==> src/rtl/joypad_port.sv <==
// -----------------------------------------------------------------------------
// joypad_port
// Keyboard-driven NES-style controller port at CPU address $4016.
//
// PS/2 make/break events update an 8-bit live button map (keystates). The CPU
// writes bit 0 to the strobe register. While the strobe is 1 the shift register
// continuously reloads from the button map. Once the strobe drops to 0, each
// read returns one button bit, LSB first. After eight reads, every further read
// returns 1, as on the real controller.
//
// Ports
//   clk        in   system clock, rising-edge
//   nres       in   asynchronous active-low reset
//   key_valid  in   one-cycle pulse qualifying keyCode/press
//   keyCode    in   [7:0] PS/2 set-2 make code (extended prefix stripped)
//   press      in   1 = key down, 0 = key released
//   cs         in   one-cycle CPU access strobe for $4016
//   we         in   1 = write, 0 = read (qualified by cs)
//   wdata      in   [7:0] CPU write data, bit 0 is the strobe
//   rdata      out  [7:0] registered CPU read data
//   keystates  out  [7:0] live button map
// -----------------------------------------------------------------------------
module joypad_port (
    input  logic       clk,
    input  logic       nres,
    input  logic       key_valid,
    input  logic [7:0] keyCode,
    input  logic       press,
    input  logic       cs,
    input  logic       we,
    input  logic [7:0] wdata,
    output logic [7:0] rdata,
    output logic [7:0] keystates
);

    // Button bit i is driven by make code KEY_CODES[8*i +: 8].
    // Order: A=K, B=J, Select=G, Start=H, Up=W, Down=S, Left=A, Right=D.
    localparam logic [63:0] KEY_CODES = {8'h23, 8'h1C, 8'h1B, 8'h1D,
                                         8'h33, 8'h34, 8'h3B, 8'h42};

    // LOAD is the strobe register holding 1.
    // SHIFT and DRAINED are strobe = 0 with count < 8 and count = 8 respectively.
    typedef enum logic [1:0] {
        ST_LOAD    = 2'd0,
        ST_SHIFT   = 2'd1,
        ST_DRAINED = 2'd2
    } state_t;

    state_t     state_q;
    logic [7:0] keys_q;
    logic [7:0] shift_q;
    logic [3:0] count_q;
    logic [7:0] rdata_q;
    logic [7:0] key_hit;

    logic rd_access;
    logic wr_access;
    logic wdata_unused;

    assign rd_access    = cs & ~we;
    assign wr_access    = cs & we;
    assign wdata_unused = ^wdata[7:1];

    // One comparator per button. At most one bit can match a given code.
    genvar gi;
    generate
        for (gi = 0; gi < 8; gi++) begin : g_key_match
            assign key_hit[gi] = key_valid && (keyCode == KEY_CODES[8*gi +: 8]);
        end
    endgenerate

    // Button map: matched bit takes press, all others hold.
    always_ff @(posedge clk or negedge nres) begin
        if (!nres) begin
            keys_q <= 8'h00;
        end else begin
            keys_q <= (keys_q & ~key_hit) | ({8{press}} & key_hit);
        end
    end

    // Strobe / shift FSM together with its datapath and the registered read port.
    always_ff @(posedge clk or negedge nres) begin
        if (!nres) begin
            state_q <= ST_DRAINED;
            shift_q <= 8'h00;
            count_q <= 4'd8;
            rdata_q <= 8'h40;
        end else begin
            case (state_q)
                ST_LOAD: begin
                    // Reload from the registered map every cycle, including the
                    // edge that drops the strobe. A key event in that same cycle
                    // therefore shows up only from the next load onwards.
                    shift_q <= keys_q;
                    count_q <= 4'd0;
                    if (rd_access) begin
                        rdata_q <= {7'b0100000, keys_q[0]};
                    end
                    if (wr_access && !wdata[0]) begin
                        state_q <= ST_SHIFT;
                    end
                end

                ST_SHIFT: begin
                    if (wr_access) begin
                        if (wdata[0]) begin
                            state_q <= ST_LOAD;
                            count_q <= 4'd0;
                        end
                    end else if (rd_access) begin
                        rdata_q <= {7'b0100000, shift_q[0]};
                        shift_q <= {1'b1, shift_q[7:1]};
                        count_q <= count_q + 4'd1;
                        if (count_q == 4'd7) begin
                            state_q <= ST_DRAINED;
                        end
                    end
                end

                ST_DRAINED: begin
                    if (wr_access) begin
                        if (wdata[0]) begin
                            state_q <= ST_LOAD;
                            count_q <= 4'd0;
                        end
                    end else if (rd_access) begin
                        // Count stays saturated at 8.
                        rdata_q <= 8'h41;
                    end
                end

                default: begin
                    state_q <= ST_DRAINED;
                    count_q <= 4'd8;
                end
            endcase
        end
    end

    assign rdata     = rdata_q;
    assign keystates = keys_q;

endmodule
==> config.mk <==
export PLATFORM = sky130hd
export DESIGN_NAME = joypad_port
export DESIGN_NICKNAME = d
export VERILOG_FILES = /design/src/rtl/joypad_port.sv
export SDC_FILE = /design/constraint.sdc
export NUM_CORES = 1
export LEC_CHECK = 0
export ABC_AREA = 1
export BUFFER_PORTS_ARGS = -buffer_cell sky130_fd_sc_hd__buf_2
export CORE_MARGIN = 2
export CORE_UTILIZATION = 31
export CTS_CLUSTER_DIAMETER = 200
export DETAILED_ROUTE_END_ITERATION = 8
export PLACE_DENSITY = 0.52
export SYNTH_ARGS = -nofsm -noshare
export SYNTH_HDL_FRONTEND = slang
export SYNTH_SLANG_ARGS = --single-unit
==> constraint.sdc <==
create_clock -name clk -period 2.6 [get_ports clk]
set_input_delay 0.65 -clock clk [delete_from_list [all_inputs] [get_ports clk]]
set_output_delay 0.65 -clock clk [all_outputs]
set_load 0.005 [all_outputs]
Yosys cells after proc, flatten, opt, wreduce, memory -nomap -nowiden:

Index checks and enable logic that the tools add are counted.

* bitwise logic cells: 7
* mux-type cells: 21
* add/sub/neg operators: 1
* equal/unequal tests: 20
* reduce and logical (&&, ||, !) cells: 17

Operators by type and width (number)
* $mux 8: 7
* $eq 8x6->1 const B: 4
* $eq 8x5->1 const B: 3
* $pmux 8 s3: 1
* $and 8x8->8: 2
* $mux 4: 4
* $pmux 8 s2: 1
* $ne 2x2->1 const B: 7
* $mux 2: 6
* $pmux 4 s3: 1
* $logic_and 1x1->1: 9
* $eq 8x7->1 const B: 1
* $not 8->8: 1
* $or 8x8->8: 1
* $ne 3x3->1 const B: 2
* $pmux 2 s3: 1
* $reduce_and 6->1: 1
* $add 4x1->4 const B: 1
* $eq 4x3->1 const B: 1
* $reduce_and 4->1: 1
* $reduce_and 3->1: 1
* $reduce_bool 3->1: 1
* $and 1x1->1: 2
* $eq 2x1->1 const B: 1
* other kinds (6): 6

* word-level logic and storage cells: 71
* bits of input ports: 22
* bits in registers: 30
* output and inout bits: 16

Longest topological paths before layout:

* depth after elaboration: 5
* gate-level depth with buffers: 10
* mapped depth without buffers: 9

Least setup slack after synthesis:

OpenSTA, ideal clock, no wires.

* path kind: reg-to-reg
* from: register state_q[1]
* to: register count_q[0]
* arrival time: 1407 ps
* library setup time: 120 ps
* period minus slack after synthesis: 1527 ps
* path buffers: 1
* setup slack: 1073 ps
* data required time: 2480 ps
* cell stages (with the launch flop): 10
* path through: dfstp_2 -> inv_1 -> ha_1 -> buf_6 -> nor2_1 -> nor2_1 -> nand3_1 -> nand2_1 -> o21ai_0 -> inv_1

* cells in the longest elaborated chain, start to end: 3
* elaborated cells on any way between the ends: 7
* those cells by class: eq/ne (4); mux (1); reduce/logical (2)

RTL lines
* start, declared: line 49 `state_t state_q;`
* start signal, assigned: line 84 `state_q <= ST_DRAINED;`
* start signal, assigned: line 100 `state_q <= ST_SHIFT;`
* start signal, assigned: line 107 `state_q <= ST_LOAD;`
* $eq 2x1->1 or $eq 2x2->1 (tied branches): line 89 `case (state_q)`
* $ne 3x3->1 (no line) or $ne 2x2->1 (tied branches)
* $reduce_and 2->1 (no line)
* end signal, assigned: line 113 `count_q <= count_q + 4'd1;`
* end, declared: line 52 `logic [3:0] count_q;`

Parallel ways exist; a longest one is shown, timed or not.
A chain may end at the register's enable or synchronous reset.

Worst setup path after layout:

* from: register state_q[1]
* to: register state_q[0]

* cells in the longest elaborated chain, start to end: 3
* elaborated cells on any way between the ends: 9
* those cells by class: eq/ne (6); mux (1); reduce/logical (2)

RTL lines (line)
* $eq 2x1->1 (tied with other cells): 89
* $ne 3x3->1 (no line) or $ne 2x2->1 (tied branches)
* $reduce_and 4->1 (no line)

Parallel ways exist; a longest one is shown, timed or not.

==> out/results.tsv <==
stage	metric	value	unit
outcome	status	complete, no violations	
timing	Final Hold Fails	0	
floorplan	die area	0.005377	mm²
placement	Post-Place Cells	274	
pwr	P_sw	609.0	µW
floorplan	total core area	0.004692	mm²
cells_and_area	# fillers	525	
cells_and_area	Layout Area Growth over Synthesis	10.58	%
logic_synthesis	main combinational cell family by area after synthesis	simple AND/OR/NAND/NOR gates	
placement	DP Area	0.001602	mm²
logic_synthesis	sequential share of the synthesized area	38.79	%
logic_synthesis	Mean Syn Cell Area	7.377	µm²
logic_synthesis	Unique masters post-synth	26	
timing	final setup violating endpoints	0	
cts	CTS tree	built	
timing	max_slew headroom	65.17	%
cts	postcts setup bufs	0	
timing	Slew @ Worst Pin	522.5	ps
logic_synthesis	post-synthesis mux area share	0	%
placement	HPWL Detailed	2420	µm
logic_synthesis	simple-gate share of the synthesized area	29.05	%
logic_synthesis	Synth Instances	202	
timing	Final Critical Period	1916	ps
global_routing	first-pass GRT wire length	5561	µm
timing	final worst slack	684.4	ps
cells_and_area	footprint of the multi-input gates	744.5	µm²
floorplan	Die Height	73.33	µm
logic_synthesis	Post-Synth XOR/XNOR Area	0.5877	%
floorplan	# IOs	38	
logic_synthesis	yosys warns	0	
floorplan	Initial Util	31.76	%
logic_synthesis	Synth Area in Compound Gates	13.52	%
timing	Setup Skew	2.086	ps
cts	root buf cell	clkbuf_8	
cells_and_area	Inserted Diodes	0	
critical_path	Crit path required time	2770	ps
routing	Vias	1282	
critical_path	CP Capture Type	flip-flop	
floorplan	row count	25	
critical_path	CP Launch Type	flip-flop	
pwr	logic gate share of total power	45.2	%
cells_and_area	sequential cell area	578.1	µm²
routing	DR WL/cell	11.25	µm
pwr	Int Power	823.1	µW
global_routing	largest net degree at the start of global routing	24	
pwr	Net Sw Frac	42.53	%
cts	clock latency on the worst-skew pair	270	ps
hold_path	min-delay worst type	in -> async	
pwr	overall power	1.432	mW
routing	Final ANT Viol Nets	0	
critical_path	Setup Crit Path Kind	reg -> reg	
timing	setup TNS	0	ps
cells_and_area	utilization after layout	35.12	%
timing	Max Freq	522.0	MHz
critical_path	largest fanout on the critical path	13	
global_routing	GRT Total Usage	13.27	%
global_routing	vias in the first global route	1234	
pwr	Max IR drop VDD	412.3	µV
routing	Residual DRC	0	
cts	post-cts resize count	0	
pwr	LEAKAGE	0.8484	nW
routing	final wirelength	3128	µm
timing	Pins Over Slew Limit	0	
placement	GPL Wtd Cong	0.7434	
timing	RSZ-0062 raised after global routing	false	
timing	Tcrit/Tclk final	73.68	%
floorplan	Die W	73.33	µm
routing	Avg Vias per Cell	4.612	
global_routing	antenna violations before repair	0	
cells_and_area	Final Non-Filler Cells	278	
cts	hold buffer count at cts	0	
cts	clock tree buffer depth	2	
timing	final hold slack	341.3	ps
cts	CTS H-tree lvls	1	
cells_and_area	Final #Nets	253	
logic_synthesis	FF+latch count, synth	23	
critical_path	critical path data arrival time	2080	ps
pwr	Pwr per Cell Area	869.1	mW/mm²
placement	Placement Setup Slack	711.7	ps
routing	1st-iter DRT viols	38	
cells_and_area	final instance area	0.001648	mm²
logic_synthesis	area share of fa/ha/maj cells after synthesis	5.038	%
placement	number of port buffers	23	
pwr	Clock Power Share	16.2	%
global_routing	grt total ovfl	0	
logic_synthesis	cell area after synthesis	0.001490	mm²
cells_and_area	layout cells sized above 1	16.52	%
flow_run	max-cap violation count	0	
cts	Worst-path clk slew	90	ps
cts	CTS sink cnt	23	
cts	CTS Buf Count	3	
routing	DR pass1 iterations	4	
pwr	part of the power in registers	38.6	%
[logic make-up after synthesis]
| kind of cell | Yosys count |
|---|---|
| AOI/OAI and AO/OA | 35 |
| xor gates and xnor gates | 1 |
| adders and majority gates | 6 |
| buffers and inverters | 35 |
| DFF | 23 |
| other | 2 |
| and+or+nand+nor | 100 |
[worst max-delay path, stage by stage, from the launching register on]
cell	delay, ps
dfstp_2	400
inv_1	90
ha_1	490
inv_4	140
a21oi_1	290
nand2_1	150
nand2_1	80
nor2_1	50
nand3_1	60
nand2_1	50
[final timing paths]
path	startpoint	endpoint	slack (ps)	cells past startpoint
setup / recovery	state_q[1]	state_q[0]	680	9
hold / removal	nres	state_q[0]	340	1
setup reg to reg	state_q[1]	state_q[0]	680	9
hold reg to reg	shift_q[2]	shift_q[2]	490	1
max in group asynchronous	nres	count_q[3]	1890	1
min in group clk	shift_q[2]	shift_q[2]	490	1
[cell type report]
class,count,area share [%]
clock buffers,3,2.506
clock inverters,1,0.3037
inverters,25,5.847
multi-input cells,149,45.18
flip-flops and latches,23,35.08
well taps,54,4.100
repair buffers,23,6.986
[metal layers]
layer | global-route usage [%] | part of all wire, %
met5 | 0 | 0
met4 | 3.030 | 0.77
met3 | 3.018 | 3.1
met2 | 23.02 | 48
met1 | 16.81 | 48
[Yosys cell counts, drive strengths merged]
cell type   n  share of area [%]
a21oi       7                2.4
buf        10                6.0
conb        2               0.50
dfrtp      21                 35
dfstp       2                3.5
ha          6                5.0
inv        25                6.5
nand2      48                 12
nand3      17                6.0
nand4       1               0.42
nor2       25                6.5
nor3        9                3.7
o211ai      1               0.50
o21a        4                2.0
o21ai      22                8.1
o21bai      1               0.50
xor2        1               0.59
[power by group through the flow]
stage                     registers, mW  clock network (mW)  logic (mW)
after floorplan                   0.540                   0       0.579
after global placement            0.559                   0       0.650
after detailed placement          0.561                   0       0.653
after CTS                         0.555               0.246       0.656
after global routing              0.569               0.260       0.751
final                             0.552               0.233       0.647
[cells in the final DEF, fill, tap and decap left out, types with 2 or more instances in the layout]
| cell | n |
|---|---|
| nor3_1 | 7 |
| dfstp_2 | 2 |
| nor2_1 | 24 |
| buf_2 | 23 |
| conb_1 | 7 |
| dfrtp_1 | 21 |
| nand2_1 | 46 |
| nand3_1 | 16 |
| nand2_2 | 2 |
| o21a_1 | 4 |
| clkbuf_8 | 3 |
| a21oi_1 | 7 |
| inv_1 | 24 |
| o21ai_1 | 3 |
| nor3_2 | 2 |
| o21ai_0 | 18 |
| ha_1 | 6 |
(Power assumes the default switching activity.)
